`src/rtl/hedios_pkg.sv`:
```
// rtl/hedios_pkg.sv - Hedios endpoint command codes, packet widths and tx arbiter FSM encoding
package hedios_pkg;

  localparam int HEDIOS_CMD_W  = 8;
  localparam int HEDIOS_DATA_W = 32;

  typedef logic [HEDIOS_CMD_W-1:0]  hedios_cmd_t;
  typedef logic [HEDIOS_DATA_W-1:0] hedios_data_t;

  localparam hedios_cmd_t HDC_NOP       = 8'h00;
  localparam hedios_cmd_t HDC_REG_WRITE = 8'h01;
  localparam hedios_cmd_t HDC_REG_READ  = 8'h02;
  localparam hedios_cmd_t HDC_STATUS    = 8'h03;
  localparam hedios_cmd_t HDC_DATA      = 8'h04;
  localparam hedios_cmd_t HDC_IRQ       = 8'h05;

  localparam logic [1:0] ST_IDLE = 2'd0;
  localparam logic [1:0] ST_PUSH = 2'd1;
  localparam logic [1:0] ST_GAP  = 2'd2;

endpackage

```
`src/rtl/hedios_rr_picker.sv`:
```
// rtl/hedios_rr_picker.sv - round-robin pick over ports 1..REQ_COUNT-1 starting at rr_ptr
module hedios_rr_picker #(
  parameter int REQ_COUNT = 4,
  parameter int PTR_W     = $clog2(REQ_COUNT)
) (
  input  logic [REQ_COUNT-1:0] req_mask,
  input  logic [PTR_W-1:0]     rr_ptr,
  output logic                 valid,
  output logic [PTR_W-1:0]     index
);

  logic [PTR_W-1:0] w_cand;

  // Port 0 never takes part; candidates walk rr_ptr, rr_ptr+1, ... wrapping inside 1..REQ_COUNT-1.
  always_comb begin
    valid  = 1'b0;
    index  = '0;
    w_cand = '0;
    for (int off = 0; off < REQ_COUNT - 1; off++) begin
      w_cand = PTR_W'((int'(rr_ptr) + REQ_COUNT - 2 + off) % (REQ_COUNT - 1) + 1);
      if (!valid && req_mask[w_cand]) begin
        valid = 1'b1;
        index = w_cand;
      end
    end
  end

endmodule

```
`src/rtl/hedios_tx_arbiter.sv`:
```
// rtl/hedios_tx_arbiter.sv - arbitrates requester packets into the Hedios serial tx queue
module hedios_tx_arbiter
  import hedios_pkg::*;
#(
  parameter int REQ_COUNT = 4
) (
  input  logic                                     clk,
  input  logic                                     rst_n,
  input  logic [REQ_COUNT-1:0]                     req,
  input  logic [REQ_COUNT-1:0]                     req_lock,
  input  logic [REQ_COUNT-1:0][HEDIOS_CMD_W-1:0]   req_command,
  input  logic [REQ_COUNT-1:0][HEDIOS_DATA_W-1:0]  req_data,
  output logic [REQ_COUNT-1:0]                     ack,
  input  logic                                     tx_full,
  output logic [HEDIOS_CMD_W-1:0]                  tx_command,
  output logic [HEDIOS_DATA_W-1:0]                 tx_data,
  output logic                                     tx_push_packet,
  output logic                                     busy
);

  localparam int PTR_W = $clog2(REQ_COUNT);

  logic [1:0]               r_state;
  logic [PTR_W-1:0]         r_rr_ptr;
  logic [PTR_W-1:0]         r_winner;
  logic                     r_lock_valid;
  logic [PTR_W-1:0]         r_lock_idx;
  logic [REQ_COUNT-1:0]     r_ack;
  logic                     r_push;
  logic [HEDIOS_CMD_W-1:0]  r_cmd;
  logic [HEDIOS_DATA_W-1:0] r_data;
  logic                     r_busy;

  logic                     w_rr_valid;
  logic [PTR_W-1:0]         w_rr_index;
  logic                     w_lock_active;
  logic                     w_grant;
  logic [PTR_W-1:0]         w_grant_idx;
  logic [REQ_COUNT-1:0]     w_grant_onehot;
  logic [PTR_W-1:0]         w_rr_next;
  logic [1:0]               w_state_nxt;
  logic                     w_lock_valid_nxt;
  logic [PTR_W-1:0]         w_lock_idx_nxt;
  logic                     w_busy_nxt;

  hedios_rr_picker #(
    .REQ_COUNT (REQ_COUNT),
    .PTR_W     (PTR_W)
  ) u_rr_picker (
    .req_mask (req),
    .rr_ptr   (r_rr_ptr),
    .valid    (w_rr_valid),
    .index    (w_rr_index)
  );

  // A lock only counts while its owner still asks for both the packet and the burst.
  assign w_lock_active  = r_lock_valid && req[r_lock_idx] && req_lock[r_lock_idx];
  assign w_grant        = !tx_full && (w_lock_active || req[0] || w_rr_valid);
  assign w_grant_idx    = w_lock_active ? r_lock_idx : (req[0] ? '0 : w_rr_index);
  assign w_grant_onehot = REQ_COUNT'(1) << w_grant_idx;
  assign w_rr_next      = (r_winner == PTR_W'(REQ_COUNT - 1)) ? PTR_W'(1) : r_winner + 1'b1;

  always_comb begin
    w_state_nxt      = r_state;
    w_lock_valid_nxt = r_lock_valid;
    w_lock_idx_nxt   = r_lock_idx;
    case (r_state)
      ST_IDLE: begin
        if (!w_lock_active) w_lock_valid_nxt = 1'b0;
        if (w_grant)        w_state_nxt      = ST_PUSH;
      end
      ST_PUSH: begin
        w_state_nxt      = ST_GAP;
        w_lock_valid_nxt = req_lock[r_winner];
        w_lock_idx_nxt   = r_winner;
      end
      ST_GAP:  w_state_nxt = ST_IDLE;
      default: w_state_nxt = ST_IDLE;
    endcase
    w_busy_nxt = (w_state_nxt != ST_IDLE) || w_lock_valid_nxt;
  end

  always_ff @(posedge clk or negedge rst_n) begin
    if (!rst_n) begin
      r_state      <= ST_IDLE;
      r_rr_ptr     <= PTR_W'(1);
      r_winner     <= '0;
      r_lock_valid <= 1'b0;
      r_lock_idx   <= '0;
      r_ack        <= '0;
      r_push       <= 1'b0;
      r_cmd        <= '0;
      r_data       <= '0;
      r_busy       <= 1'b0;
    end else begin
      r_state      <= w_state_nxt;
      r_lock_valid <= w_lock_valid_nxt;
      r_lock_idx   <= w_lock_idx_nxt;
      r_busy       <= w_busy_nxt;
      r_push       <= 1'b0;
      r_ack        <= '0;
      case (r_state)
        ST_IDLE: begin
          if (w_grant) begin
            r_winner <= w_grant_idx;
            r_push   <= 1'b1;
            r_ack    <= w_grant_onehot;
            r_cmd    <= req_command[w_grant_idx];
            r_data   <= req_data[w_grant_idx];
          end
        end
        ST_PUSH: begin
          if (r_winner != '0) r_rr_ptr <= w_rr_next;
        end
        default: ;
      endcase
    end
  end

  assign ack            = r_ack;
  assign tx_push_packet = r_push;
  assign tx_command     = r_cmd;
  assign tx_data        = r_data;
  assign busy           = r_busy;

endmodule

```
`config.mk`:
```
export PLATFORM = sky130hd
export DESIGN_NAME = hedios_tx_arbiter
export DESIGN_NICKNAME = d
export VERILOG_FILES = /design/src/rtl/hedios_pkg.sv /design/src/rtl/hedios_rr_picker.sv /design/src/rtl/hedios_tx_arbiter.sv
export SDC_FILE = /design/constraint.sdc
export NUM_CORES = 1
export LEC_CHECK = 0
export ABC_AREA = 1
export ABC_CLOCK_PERIOD_IN_PS = 2900
export CORE_MARGIN = 2
export CORE_UTILIZATION = 41
export CTS_CLUSTER_DIAMETER = 40
export DETAILED_ROUTE_END_ITERATION = 6
export GPL_TIMING_DRIVEN = 0
export PLACE_DENSITY = 0.82
export SLEW_MARGIN = 5
export SYNTH_ARGS = -nofsm -noshare
export SYNTH_HDL_FRONTEND = slang
export SYNTH_SLANG_ARGS = --single-unit
```
`constraint.sdc`:
```
create_clock -name clk -period 2.9 [get_ports clk]
set_input_delay 0.58 -clock clk [delete_from_list [all_inputs] [get_ports clk]]
set_output_delay 0.58 -clock clk [all_outputs]
set_load 0.02 [all_outputs]
```
* Word-level counts from Yosys, hierarchy flattened
Index checks and enable logic that the tools add are counted.
** Storage, ports and cells
- Word-level logic and storage cells :: 79
- Flip-flop bits (word level) :: 55
- Input bits :: 171
** Cells by class
- $add $sub $neg :: 8
- Reductions and logical operators :: 16
- Magnitude comparators :: 6
- Mux-type cells :: 33
- Equal/unequal tests :: 2
- Shift operators :: 1
- Divide/modulo/power cells :: 3
** Operators by type and width (count)
- 32-bit by 3-bit remainder unit with 32-bit output (second input constant) :: 3
- 32-bit binary-select mux with 2-bit select :: 1
- 32-bit by 2-bit adder with 32-bit output (second input constant) :: 1
- 32-bit by 3-bit adder with 32-bit output (second input constant) :: 1
- 32-bit 2-to-1 mux :: 1
- 2-bit by 3-bit < comparator with 1-bit output (second input constant) :: 6
- 8-bit binary-select mux with 2-bit select :: 1
- 2-bit 2-to-1 mux :: 7
- 1-bit binary-select mux with 2-bit select :: 6
- 1-bit 2-to-1 mux :: 12
- 4-bit 2-to-1 mux :: 2
- 8-bit 2-to-1 mux :: 1
- 2-bit adder (second input constant) :: 3
- 1-bit logical AND :: 5
- 4-bit by 2-bit subtractor with 5-bit output (second input constant) :: 1
- 2-bit by 3-bit adder with 4-bit output (second input constant) :: 1
- 2-bit case mux with 2 select lines :: 1
- 2-bit AND reduction :: 2
- 2-bit nonzero test :: 2
- 1-bit by 2-bit left shift with 4-bit output (first input constant) :: 1
- 1-bit zero test :: 3
- 1-bit logical OR :: 3
- 2-bit by 1-bit adder with 2-bit output (second input constant) :: 1
- 2-bit by 1-bit equality test with 1-bit output (second input constant) :: 1
- 3 further kinds :: 3

* Logic depth before layout (Yosys ltp)
- Word-level depth :: 19
- Mapped depth :: 17
- Depth with buffers taken out :: 16

* Modules after synthesis
From an unflattened synthesis, not the netlist that was laid out.
** Second synthesis, totals
- Cell total of the unflattened synthesis :: 622
- Area, all modules :: 3887.5 µm²
** Modules (own cells, without submodules)
- hedios_tx_arbiter :: area an instance 3651.0 µm², cells an instance 576, seq. area each 1377.6 µm², instances 1
- hedios_rr_picker :: area an instance 236.5 µm², cells an instance 46, seq. area each 0.0 µm², instances 1

* Worst setup path before layout
No wires, ideal clock.
- Kind :: reg2reg
- From :: reg r_rr_ptr[0]
- To :: reg r_data[7] (netlist: tx_data[7])
- Arrival time :: 2.114 ns
- Library setup time :: 0.124 ns
- Slack :: 0.661 ns
- Clock period less this slack :: 2.239 ns
- Stages on the path, launching flop included :: 16
- Path buffers :: 1
- Cell sequence :: dfstp_2 -> inv_1 -> ha_1 -> inv_2 -> nand2_1 -> nand3_1 -> nand2_2 -> inv_2 -> nand2_2 -> nor2_1 -> nor2_4 -> a21oi_4 -> nor2_4 -> buf_4 -> nand3_1 -> nand3_1
** On the way
- Longest elaborated chain between the ends :: 17
- Elaborated cells on any way between the ends :: 33
- Those cells by class :: add/sub (7); div (3); mux (16); reduce/logical (7)
** Ends and longest elaborated chain
- start: declaration :: RTL line hedios_tx_arbiter.sv:24 : logic [PTR_W-1:0] r_rr_ptr;
- start signal: assignment :: RTL line hedios_tx_arbiter.sv:113 : if (r_winner != '0) r_rr_ptr <= w_rr_next;
- 2-bit by 3-bit adder with 4-bit output * :: RTL line hedios_rr_picker.sv:20 : w_cand = PTR_W'((int'(rr_ptr) + REQ_COUNT - 2 + off) % (REQ_COUNT - 1) + 1);
- 4-bit by 2-bit subtractor with 5-bit output * :: RTL line hedios_rr_picker.sv:20
- branches (longest 15 deep; another with 32-bit by 2-bit adder with 32-bit output)
- end signal: assignment :: RTL line hedios_tx_arbiter.sv:109 : r_data <= req_data[w_grant_idx];
- end: declaration :: RTL line hedios_tx_arbiter.sv:31 : logic [HEDIOS_DATA_W-1:0] r_data;
Every way passes the cells marked *. The select of a mux whose other input is x is not followed.
A chain may end at the register's enable or synchronous reset.

* Final worst setup path
- From :: reg r_rr_ptr[0]
- To :: reg r_data[3] (netlist: tx_data[3])
The elaborated chain is that of the path after synthesis.

==> impl_metrics.tcl <==
set metrics [dict create \
    status "completed" \
    power_density_nw_per_um2 966.9 \
    largest_net_degree_at_the_start_of_global_routing 32 \
    cp_slowest_stage_delay_ps 570 \
    cp_num_buf_inv 4 \
    critPathSlowestCell "sky130_fd_sc_hd__dfstp_2" \
    initialDrtViolationCount 241 \
    mostFrequentLayoutCells "sky130_fd_sc_hd__clkdlybuf4s50_1, sky130_fd_sc_hd__nand2_1, sky130_fd_sc_hd__inv_1, sky130_fd_sc_hd__nand3_1, sky130_fd_sc_hd__dfrtp_1" \
    critPathRequiredTime_ps 3110 \
    final_nets 1082 \
    r2r_setup_slack_ps 310 \
    cp-start-kind "register" \
    vdd.ir_drop.worst_uv 601.9 \
    global_placer_s_final_weighted_congestion 0.8976 \
    grt_overflow_total 0 \
    place_area_um2 6605 \
    tritoncts_clock_tree "built" \
    grt_first_pass_wirelength_mm 22.25 \
    h-tree-depth 2 \
    synthToLayoutAreaGrowth_pct 57.27 \
    core_region_area_um2 10180 \
    worst_clock_skew_ps 11.70 \
    critical_path.endpoint_type "register" \
    post_route_cells_drive_above_1_share_pct 6.512 \
    report.power.total_w 0.006475 \
    worst-path-max-fanout 10 \
    maxCapViolations 0 \
    yosys_warnings 0 \
    grt_antenna_before_repair 0 \
    cts_made_buffers 5 \
    avgRoutedWirePerCell_um 12.93 \
    cts-hold-fix-buffers 0 \
    detailed_place_hpwl_mm 11.07 \
    grt_setup_unrepaired "false" \
    detail_route.first_pass.iterations 5 \
    min_period_over_period_pct 89.32 \
    layout.cells.most_common "sky130_fd_sc_hd__clkdlybuf4s50_1" \
    clk_buf_depth 2 \
    sequential_to_total_area_share_from_yosys_stat_pct 32.35 \
    hp-class "in -> async" \
    path_delay_family "simple AND/OR/NAND/NOR gates" \
    whs_ps 315.4 \
    syn_area_per_cell_um2 6.252 \
    hold_violations 0 \
    number_of_routed_nets_with_antenna_violations 0 \
    die_area_um2 11220 \
    route.detailed.drc 0 \
    ys_seq_elements 55 \
    fp_rows 37 \
    vias_per_cell 4.679 \
    all_layer_global_routing_usage_pct 24.60 \
    pin_count 217 \
    cts_root_buffer "sky130_fd_sc_hd__clkbuf_8" \
    ctsResizeCount 0 \
    crit_path_most_repeated_cell "sky130_fd_sc_hd__nand2_1" \
    post-cts-setup-buffer-count 0 \
    tritoncts_num_sinks 55 \
    period_needed_ps 2590 \
    timing.slew.headroom_pct 49.36 \
    postSynthNetCount 858 \
    fp.dieH_um 105.9 \
    io_buffer_count 216 \
    worst-slew-pin-transition_ps 759.5 \
    critPathKind "reg -> reg" \
    clock.fmax_ghz 0.3860 \
    num_vias 4876 \
    crit_path_dat_ps 2810 \
    initial_utilization_pct 41.81 \
    ordered_list_of_cells_on_the_worst_path "inv_1, ha_1, inv_2, nand2_2, nand3_2, nand2_2, inv_2, nand3_1, nand2_1, nand3_2, nand2_4, clkbuf_2, nand2_1, nand3_1, nand2_1, nand2_1, nand2_1" \
    routed_wl_mm 13.48 \
    grt_pass1_vias 4743 \
    p_leak_nw 3.549 \
    synth.lib_cells_used.distinct 29 \
    n_antenna_cell 0 \
    netlist_instances 681 \
    chipWidth_um 105.9 \
    finish.instance_area_um2 6696 \
    syn_area_um2 4258 \
    clk_latency_ps 320 \
    timing.final.setup_violations 0 \
    report.final.slew_viol_count 0 \
    worst_setup_hold_path_clk_slew_ps 100 \
]
-- flip-flops by register name (all words and copies together) (netlist names) --
name,count
ack,4
busy,1
r_lock_idx,2
r_lock_valid,1
r_rr_ptr,2
r_state,2
r_winner,2
tx_command,8
tx_data,32
tx_push_packet,1
-- metrics by stage --
stage / worst slack (ps) / instances / util [%] / setup TNS [ps]
4_1_cts: 283.8 / 1042 / 65.75 / 0
5_1_grt: 82.05 / 1042 / 65.75 / 0
2_1_floorplan: 661.3 / 681 / - / 0
6_report: 309.6 / 1042 / 65.75 / 0
3_3_place_gp: -458.3 / 1033 / 64.71 / -24560
3_5_place_dp: 148.3 / 1034 / 64.85 / 0
-- cell usage after synthesis, drive strengths merged --
cell type | count | area [µm²]
nand2 | 221 | 852.1
inv | 160 | 600.6
nand3 | 155 | 808.3
dfrtp | 54 | 1351
or2 | 25 | 156.4
buf | 21 | 167.7
nor2 | 13 | 80.08
clkbuf | 9 | 35.03
a21oi | 6 | 41.29
ha | 6 | 75.07
o21ai | 5 | 28.78
nand4 | 2 | 12.51
a221o | 1 | 10.01
dfstp | 1 | 26.28
nand3b | 1 | 7.510
nor3 | 1 | 5.000
-- layout make-up --
class	instances	area, µm²
buffer	30	202.7
clock buffer	5	68.82
clock inverter	3	22.52
fill	959	3488
inverter	160	600.6
multi-input combinational	436	2077
sequential	55	1378
tap	136	170.2
timing repair buffer	217	2177
-- layer usage --
layer  vias up  track usage [%]  share of wire (%)
li1       2492                -                  -
met2       173            43.69                 50
met5         -                0                  0
met3        25            5.763                7.6
met4         0            6.861                2.3
met1      2186            29.75                 40
-- final timing paths --
check / startpoint / cells past startpoint / end
min in group clk: tx_data[25] / 2 / tx_data[25]
max in group asynchronous: rst_n / 2 / r_rr_ptr[0]
min: rst_n / 1 / tx_data[1]
min reg2reg: tx_data[25] / 2 / tx_data[25]
max reg2reg: r_rr_ptr[0] / 17 / tx_data[3]
max: r_rr_ptr[0] / 17 / tx_data[3]
-- report_power, final --
part | switching [W] | internal (W) | total (W)
Combinational | 0.00278 | 0.00190 | 0.00468
Clock | 0.000271 | 0.000176 | 0.000446
Sequential | 0.000203 | 0.00115 | 0.00135
-- worst register-to-register path, cell delays in order (launching register included) --
cell	delay, ps
sky130_fd_sc_hd__dfstp_2	570
sky130_fd_sc_hd__inv_1	60
sky130_fd_sc_hd__ha_1	360
sky130_fd_sc_hd__inv_2	110
sky130_fd_sc_hd__nand2_2	70
sky130_fd_sc_hd__nand3_2	70
sky130_fd_sc_hd__nand2_2	60
sky130_fd_sc_hd__inv_2	70
sky130_fd_sc_hd__nand3_1	90
sky130_fd_sc_hd__nand2_1	90
sky130_fd_sc_hd__nand3_2	180
sky130_fd_sc_hd__nand2_4	190
sky130_fd_sc_hd__clkbuf_2	260
sky130_fd_sc_hd__nand2_1	80
sky130_fd_sc_hd__nand3_1	70
sky130_fd_sc_hd__nand2_1	60
sky130_fd_sc_hd__nand2_1	60
sky130_fd_sc_hd__nand2_1	50
-- cells by family after synthesis --
| group | Yosys count | share of synthesized area (%) |
|---|---|---|
| and+or+nand+nor | 418 | 45.14 |
| buffers and inverters | 190 | 18.87 |
| DFF | 55 | 32.35 |
| AOI/OAI and AO/OA | 12 | 1.881 |
| adders and majority gates | 6 | 1.763 |
(Power assumes the default switching activity.)
